**config.mk**
```make
export PLATFORM = sky130hd
export DESIGN_NAME = dbus_responder
export DESIGN_NICKNAME = d
export VERILOG_FILES = /design/src/rtl/dbus_pkg.sv /design/src/rtl/dbus_responder_sync_fifo.sv /design/src/rtl/dbus_responder.sv
export SDC_FILE = /design/constraint.sdc
export NUM_CORES = 2
export LEC_CHECK = 0
export BUFFER_PORTS_ARGS = -buffer_cell sky130_fd_sc_hd__buf_2
export CORE_MARGIN = 2
export CORE_UTILIZATION = 55
export DETAILED_ROUTE_END_ITERATION = 8
export PLACE_DENSITY = 0.79
export SYNTH_ARGS = -nofsm -noshare
export SYNTH_HDL_FRONTEND = slang
export SYNTH_SLANG_ARGS = --single-unit
```
**constraint.sdc**
```tcl
create_clock -name clk -period 7.7 [get_ports clk]
set_clock_uncertainty 0.05 [all_clocks]
set_input_delay 0.385 -clock clk [delete_from_list [all_inputs] [get_ports clk]]
set_output_delay 0.385 -clock clk [all_outputs]
set_load 0.02 [all_outputs]
```
**src/rtl/dbus_pkg.sv**
```systemverilog
// Shared definitions for the data-bus responder: MMIO register offsets, register bit
// positions and the region selector produced by the address decoder.
package dbus_pkg;

    // Byte offsets of the word registers inside the MMIO window
    localparam logic [3:0] OFF_TXDATA = 4'h0;
    localparam logic [3:0] OFF_STATUS = 4'h4;
    localparam logic [3:0] OFF_CTRL   = 4'h8;
    localparam logic [3:0] OFF_CYCLES = 4'hC;

    localparam int ST_EMPTY     = 0;
    localparam int ST_FULL      = 1;
    localparam int ST_OVF       = 2;
    localparam int ST_COUNT_LSB = 8;

    localparam int CTRL_CLR_OVF = 0;
    localparam int CTRL_FLUSH   = 1;

    typedef enum logic [1:0] {
        SEL_RAM,
        SEL_MMIO,
        SEL_NONE
    } region_e;

    function automatic logic [31:0] pack_status(input logic [7:0] count, input logic ovf,
                                                input logic full, input logic empty);
        logic [31:0] s;
        s                          = '0;
        s[ST_COUNT_LSB +: 8]       = count;
        s[ST_OVF]                  = ovf;
        s[ST_FULL]                 = full;
        s[ST_EMPTY]                = empty;
        return s;
    endfunction

endpackage

```
**src/rtl/dbus_responder_sync_fifo.sv**
```systemverilog
// Synchronous FIFO with flush; the head entry is shown on rdata, forced to zero while
// empty so the output has a defined value straight out of reset.
module sync_fifo #(
    parameter int WIDTH = 8,
    parameter int DEPTH = 8
) (
    input  logic                       clk,
    input  logic                       reset,
    input  logic                       push,
    input  logic                       pop,
    input  logic                       flush,
    input  logic [WIDTH-1:0]           wdata,
    output logic [WIDTH-1:0]           rdata,
    output logic                       full,
    output logic                       empty,
    output logic [$clog2(DEPTH):0]     count
);

    localparam int PW = $clog2(DEPTH);
    localparam int CW = PW + 1;

    logic [WIDTH-1:0] mem [DEPTH];
    logic [PW-1:0]    wr_ptr;
    logic [PW-1:0]    rd_ptr;
    logic             do_push;
    logic             do_pop;

    assign full  = (count == CW'(DEPTH));
    assign empty = (count == '0);

    // A push into a full FIFO only lands when the head leaves in the same cycle
    assign do_pop  = pop && !empty && !flush;
    assign do_push = push && !flush && (!full || do_pop);

    // NOTE: sequential state uses non-blocking assignments so every flop samples the
    // pre-edge values; blocking here would create order-dependent simulation races.
    always_ff @(posedge clk) begin
        if (reset || flush) begin
            wr_ptr <= '0;
            rd_ptr <= '0;
            count  <= '0;
        end else begin
            if (do_push) wr_ptr <= wr_ptr + PW'(1);
            if (do_pop)  rd_ptr <= rd_ptr + PW'(1);
            case ({do_push, do_pop})
                2'b10:   count <= count + CW'(1);
                2'b01:   count <= count - CW'(1);
                default: count <= count;
            endcase
        end
    end

    // NOTE: storage is deliberately left out of reset; pointers and count define which
    // entries are live, and an unreset array maps onto plain RAM.
    always_ff @(posedge clk) begin
        if (do_push) mem[wr_ptr] <= wdata;
    end

    assign rdata = empty ? '0 : mem[rd_ptr];

endmodule

```
**src/rtl/dbus_responder.sv**
```systemverilog
// Responder on the single-cycle core's data port: word RAM plus an MMIO window with a
// TX byte FIFO, STATUS/CTRL registers and a loadable free-running cycle counter.
module dbus_responder
    import dbus_pkg::*;
#(
    parameter int          RAM_WORDS  = 64,
    parameter int          FIFO_DEPTH = 8,
    parameter logic [31:0] MMIO_BASE  = 32'h0000_1000
) (
    input  logic        clk,
    input  logic        reset,
    input  logic        we,
    input  logic [31:0] a,
    input  logic [31:0] wd,
    output logic [31:0] rd,
    output logic        tx_valid,
    output logic [7:0]  tx_data,
    input  logic        tx_ready
);

    localparam int AW = $clog2(RAM_WORDS);
    localparam int CW = $clog2(FIFO_DEPTH) + 1;

    region_e        sel;
    logic [3:0]     off;
    logic [31:0]    ram [RAM_WORDS];
    logic [31:0]    cycles;
    logic           ovf;
    logic           fifo_full;
    logic           fifo_empty;
    logic [CW-1:0]  fifo_count;
    logic           push;
    logic           pop;
    logic           flush;
    logic           clr_ovf;
    logic           cycles_we;
    logic           mmio_we;
    logic           unused;

    assign unused = ^a[1:0];
    assign off    = {a[3:2], 2'b00};

    // NOTE: every signal driven in always_comb gets a default first, so no path leaves
    // it unassigned and no latch is inferred.
    always_comb begin
        sel = SEL_NONE;
        if (a[31:AW+2] == '0)
            sel = SEL_RAM;
        else if (a[31:4] == MMIO_BASE[31:4])
            sel = SEL_MMIO;
    end

    assign mmio_we   = we && (sel == SEL_MMIO);
    assign push      = mmio_we && (off == OFF_TXDATA);
    assign flush     = mmio_we && (off == OFF_CTRL) && wd[CTRL_FLUSH];
    assign clr_ovf   = mmio_we && (off == OFF_CTRL) && wd[CTRL_CLR_OVF];
    assign cycles_we = mmio_we && (off == OFF_CYCLES);

    assign tx_valid = !fifo_empty;
    assign pop      = tx_valid && tx_ready;

    sync_fifo #(
        .WIDTH (8),
        .DEPTH (FIFO_DEPTH)
    ) u_fifo (
        .clk   (clk),
        .reset (reset),
        .push  (push),
        .pop   (pop),
        .flush (flush),
        .wdata (wd[7:0]),
        .rdata (tx_data),
        .full  (fifo_full),
        .empty (fifo_empty),
        .count (fifo_count)
    );

    // Overflow marks a byte lost to a full FIFO that was not draining that cycle
    always_ff @(posedge clk) begin
        if (reset)
            ovf <= 1'b0;
        else if (clr_ovf)
            ovf <= 1'b0;
        else if (push && fifo_full && !pop)
            ovf <= 1'b1;
    end

    // A load counts its own cycle, so the value written reads back one higher
    always_ff @(posedge clk) begin
        if (reset)
            cycles <= '0;
        else if (cycles_we)
            cycles <= wd + 32'd1;
        else
            cycles <= cycles + 32'd1;
    end

    always_ff @(posedge clk) begin
        if (we && (sel == SEL_RAM)) ram[a[AW+1:2]] <= wd;
    end

    always_comb begin
        rd = '0;
        case (sel)
            SEL_RAM: rd = ram[a[AW+1:2]];
            SEL_MMIO: begin
                case (off)
                    OFF_STATUS: rd = pack_status(8'(fifo_count), ovf, fifo_full, fifo_empty);
                    OFF_CYCLES: rd = cycles;
                    default:    rd = '0;
                endcase
            end
            default: rd = '0;
        endcase
    end

endmodule
```
==> flow_summary_export.csv <==
group,metric,value,unit
detailed_routing,drtPass1Iterations,6,
clock_network,htreeDepth,4,
placed_design,placed_cell_area,0.0875,sq mm
clock_network,clk_pin_slew,0.06,ns
detailed_routing,drc,0,
grt,grt_max_degree,114,
yosys,synth_top_family_by_area,"multiplexers",
detailed_routing,routed-via-count,43075,
yosys,postSynthCellCount,3814,
grt,use_met2,44.8,%
worst_setup_path,crit_type,"input pin to primary output",
yosys,synth_commonest_cells,"edfxtp_1, mux4_2, nor2_1",
yosys,synthTopCellsByArea,"edfxtp_1, mux4_2, dfxtp_1, nor2_1, mux2i_1",
die,fp.dieW,394,microns
timing,final.period_utilization,73.1,%
cells_and_area,finalNetCount,4133,
power,power_density,253,mW/mm^2
min_path,hold_class,"input pin to register",
timing,setup_ws,2.07,ns
power,ir_drop,0.000264,V
yosys,ys_warn_count,0,
yosys,synth_flop_cell,"edfxtp_1",
yosys,yosysTopAreaCell,"edfxtp_1",
yosys,synthesis.area,0.0837,sq mm
worst_setup_path,arrival,5.19,ns
die,initial_core_util,55.2,%
worst_setup_path,path_max_fanout,26,
yosys,ys_ff_latch,2158,
grt,grt_usage,28.4,%
min_path,holdPathStages,2,
yosys,synth_top_area_share,75.8,%
timing,relSlewSlack,2.25,%
grt,met1_usage,37.5,%
yosys,yosysMostFrequentCell,"edfxtp_1",
cells_and_area,areaGrowthSynthToFinish,12.1,%
timing,setup_tns,0,ns
grt,busiest_layer,"met2",
clock_network,cts_buffers,198,
grt,grt_pass1_vias,43143,
yosys,synth-xor-area-share,0.492,%
cells_and_area,seq_area,0.0643,sq mm
placed_design,post-place-ws,2.25,ns
yosys,synth-compound-area-share,2.69,%
detailed_routing,drtAntennaViolNets,0,
timing,tightest_slew,1.45,ns
clock_network,postCtsResizedCells,0,
yosys,synth-async-reset-ratio,0,%
grt,globalRouteMet3Util,6.67,%
die,fp.dieH,394,microns
placed_design,gp_congestion,0.894,
yosys,synth_fa_ha_area_share,0.0987,%
die,coreArea,0.152,sq mm
die,ioPinCount,109,
yosys,ys_types,66,
clock_network,cts_root_buf,"clkbuf_16",
cells_and_area,fillCellCount,9732,
timing,fmax,178,MHz
placed_design,place_hpwl,121000,microns
flow_run,drv_cap,1,
clock_network,cts_tree,"yes",
die,die_area,0.155,sq mm
detailed_routing,viasPerCell,6.89,
detailed_routing,drtIter0Drc,6411,
cells_and_area,multi_input_area,0.0189,sq mm
worst_setup_path,crit_required,7.26,ns
yosys,yosysSeqAreaShare,76.9,%
yosys,syn_nets,3888,
clock_network,post_cts_buffers,0,
die,row_count,143,
clock_network,clock_latency,0.85,ns
timing,setup_violations,0,
worst_setup_path,cp-start-kind,"input pin",
worst_setup_path,reg2regPathDepth,5,
placed_design,io_buffer_count,106,
yosys,avgSynthCellArea,21.9,sq um
outcome,status,"finished with violations",
yosys,muxShareOfSynthArea,16.2,%
timing,rsz0062_at_grt,"false",
cells_and_area,drive_above_1_share,28.2,%
timing,slew_viol_final,0,
clock_network,clock-sinks,2158,
grt,grt_first_pass_wirelength,313000,microns
power,leakagePower,0.0290,uW
worst_setup_path,worstSetupEndpointType,"primary output",
grt,antenna_found_initial,10,
detailed_routing,wl_per_cell,35.1,microns
clock_network,clk_path_buf_depth,3,
timing,hold_violations,0,
yosys,synth_edf_count,2112,
yosys,yosys.area_share.simple,2.49,%
timing,post-route-min-period,5.63,ns
outcome,violations,"capacitance limit",
grt,overflow,0,
detailed_routing,drt-total-wl,220000,microns
cells_and_area,finalInstanceArea,0.0938,sq mm
repair_timing:
item	in CTS	in global routing
hold endpoints to repair	36	0
hold buffers	4	0
setup endpoints to repair	0	0
logic make-up after synthesis:
kind of cell             Yosys count
AND/OR/NAND/NOR                  432
XOR/XNOR                          47
flip-flops                      2158
buffers and inverters            216
adder cells (fa/ha/maj)            6
AO/OA/AOI/OAI                    307
multiplexers                     648
registers in the layout (all words and copies together), names as in the netlist, named ones only:
signal	flops
u_fifo.rd_ptr	3
u_fifo.mem	64
ovf	1
ram	2048
cycles	32
u_fifo.wr_ptr	3
u_fifo.count	4
routing by layer:
layer / vias to the layer above / part of all wire [%] / wire [microns]
met5: - / 0.034 / 74
met4: 12 / 5.8 / 12700
met3: 610 / 12 / 25300
met2: 3394 / 48 / 105000
met1: 22367 / 35 / 76000
li1: 16692 / - / -
layout by cell type (no fill, tap or decap), drive strengths merged, types with 15 or more instances in the layout:
master	synthesis	final
edfxtp	2112	2112
mux4	562	562
clkbuf	111	246
buf	91	243
nor2	146	146
nand2	93	93
clkinv	0	92
mux2i	53	53
o21ai	53	53
nand3	48	48
dfxtp	46	46
a22oi	44	44
mux2	33	33
a22o	32	32
a21oi	31	31
nand4	26	26
a211oi	25	25
xor2	24	24
xnor2	23	23
a221o	22	22
o22ai	22	22
a221oi	22	22
nor3	21	21
inv	14	21
nor4	18	18
a21o	16	16
a2111oi	15	15
bufinv	0	15
cell type report:
type,instances,area share [%]
Sequential cell,2158,68.6
Multi-Input combinational cell,1440,20.2
Clock buffer,246,5.54
Tap cell,2030,2.71
Timing Repair Buffer,247,1.82
Clock inverter,116,1.12
Inverter,14,0.0560
Antenna cell,2,0.00534
final timing paths:
kind	startpoint	endpoint	slack, ns
max	a[17]	rd[17]	2.07
min	wd[13]	ram[4][13]	0.08
max reg2reg	u_fifo.count[0]	u_fifo.mem[5][2]	4.54
min reg2reg	ovf	ovf	0.47
worst max-delay path, stage by stage:
cell	delay, ns
buf_2	0.10
nor4_1	1.19
nand2_1	0.65
nor3_2	0.31
buf_4	0.40
nand3_1	0.44
o21ai_0	1.19
a221o_1	0.31
buf_2	0.19
stage by stage:
stage | util [%] | hold WS, ns | total power [uW] | std cells
global placement | 57.7 | 0.443 | 14400 | 5885
global route | 61.9 | 0.0683 | 24300 | 6252
finish | 61.9 | 0.0778 | 23700 | 6253
detailed placement | 57.7 | 0.452 | 14400 | 5885
CTS | 61.9 | 0.0434 | 23800 | 6251
floorplan | - | 0.427 | 13900 | 3814
power breakdown:
group / total [uW] / internal [uW] / switching, uW
logic: 1260 / 471 / 790
registers: 12900 / 12900 / 35.8
clock network: 9550 / 5300 / 4260
total: 23700 / 18700 / 5080
(Power assumes the default switching activity.)
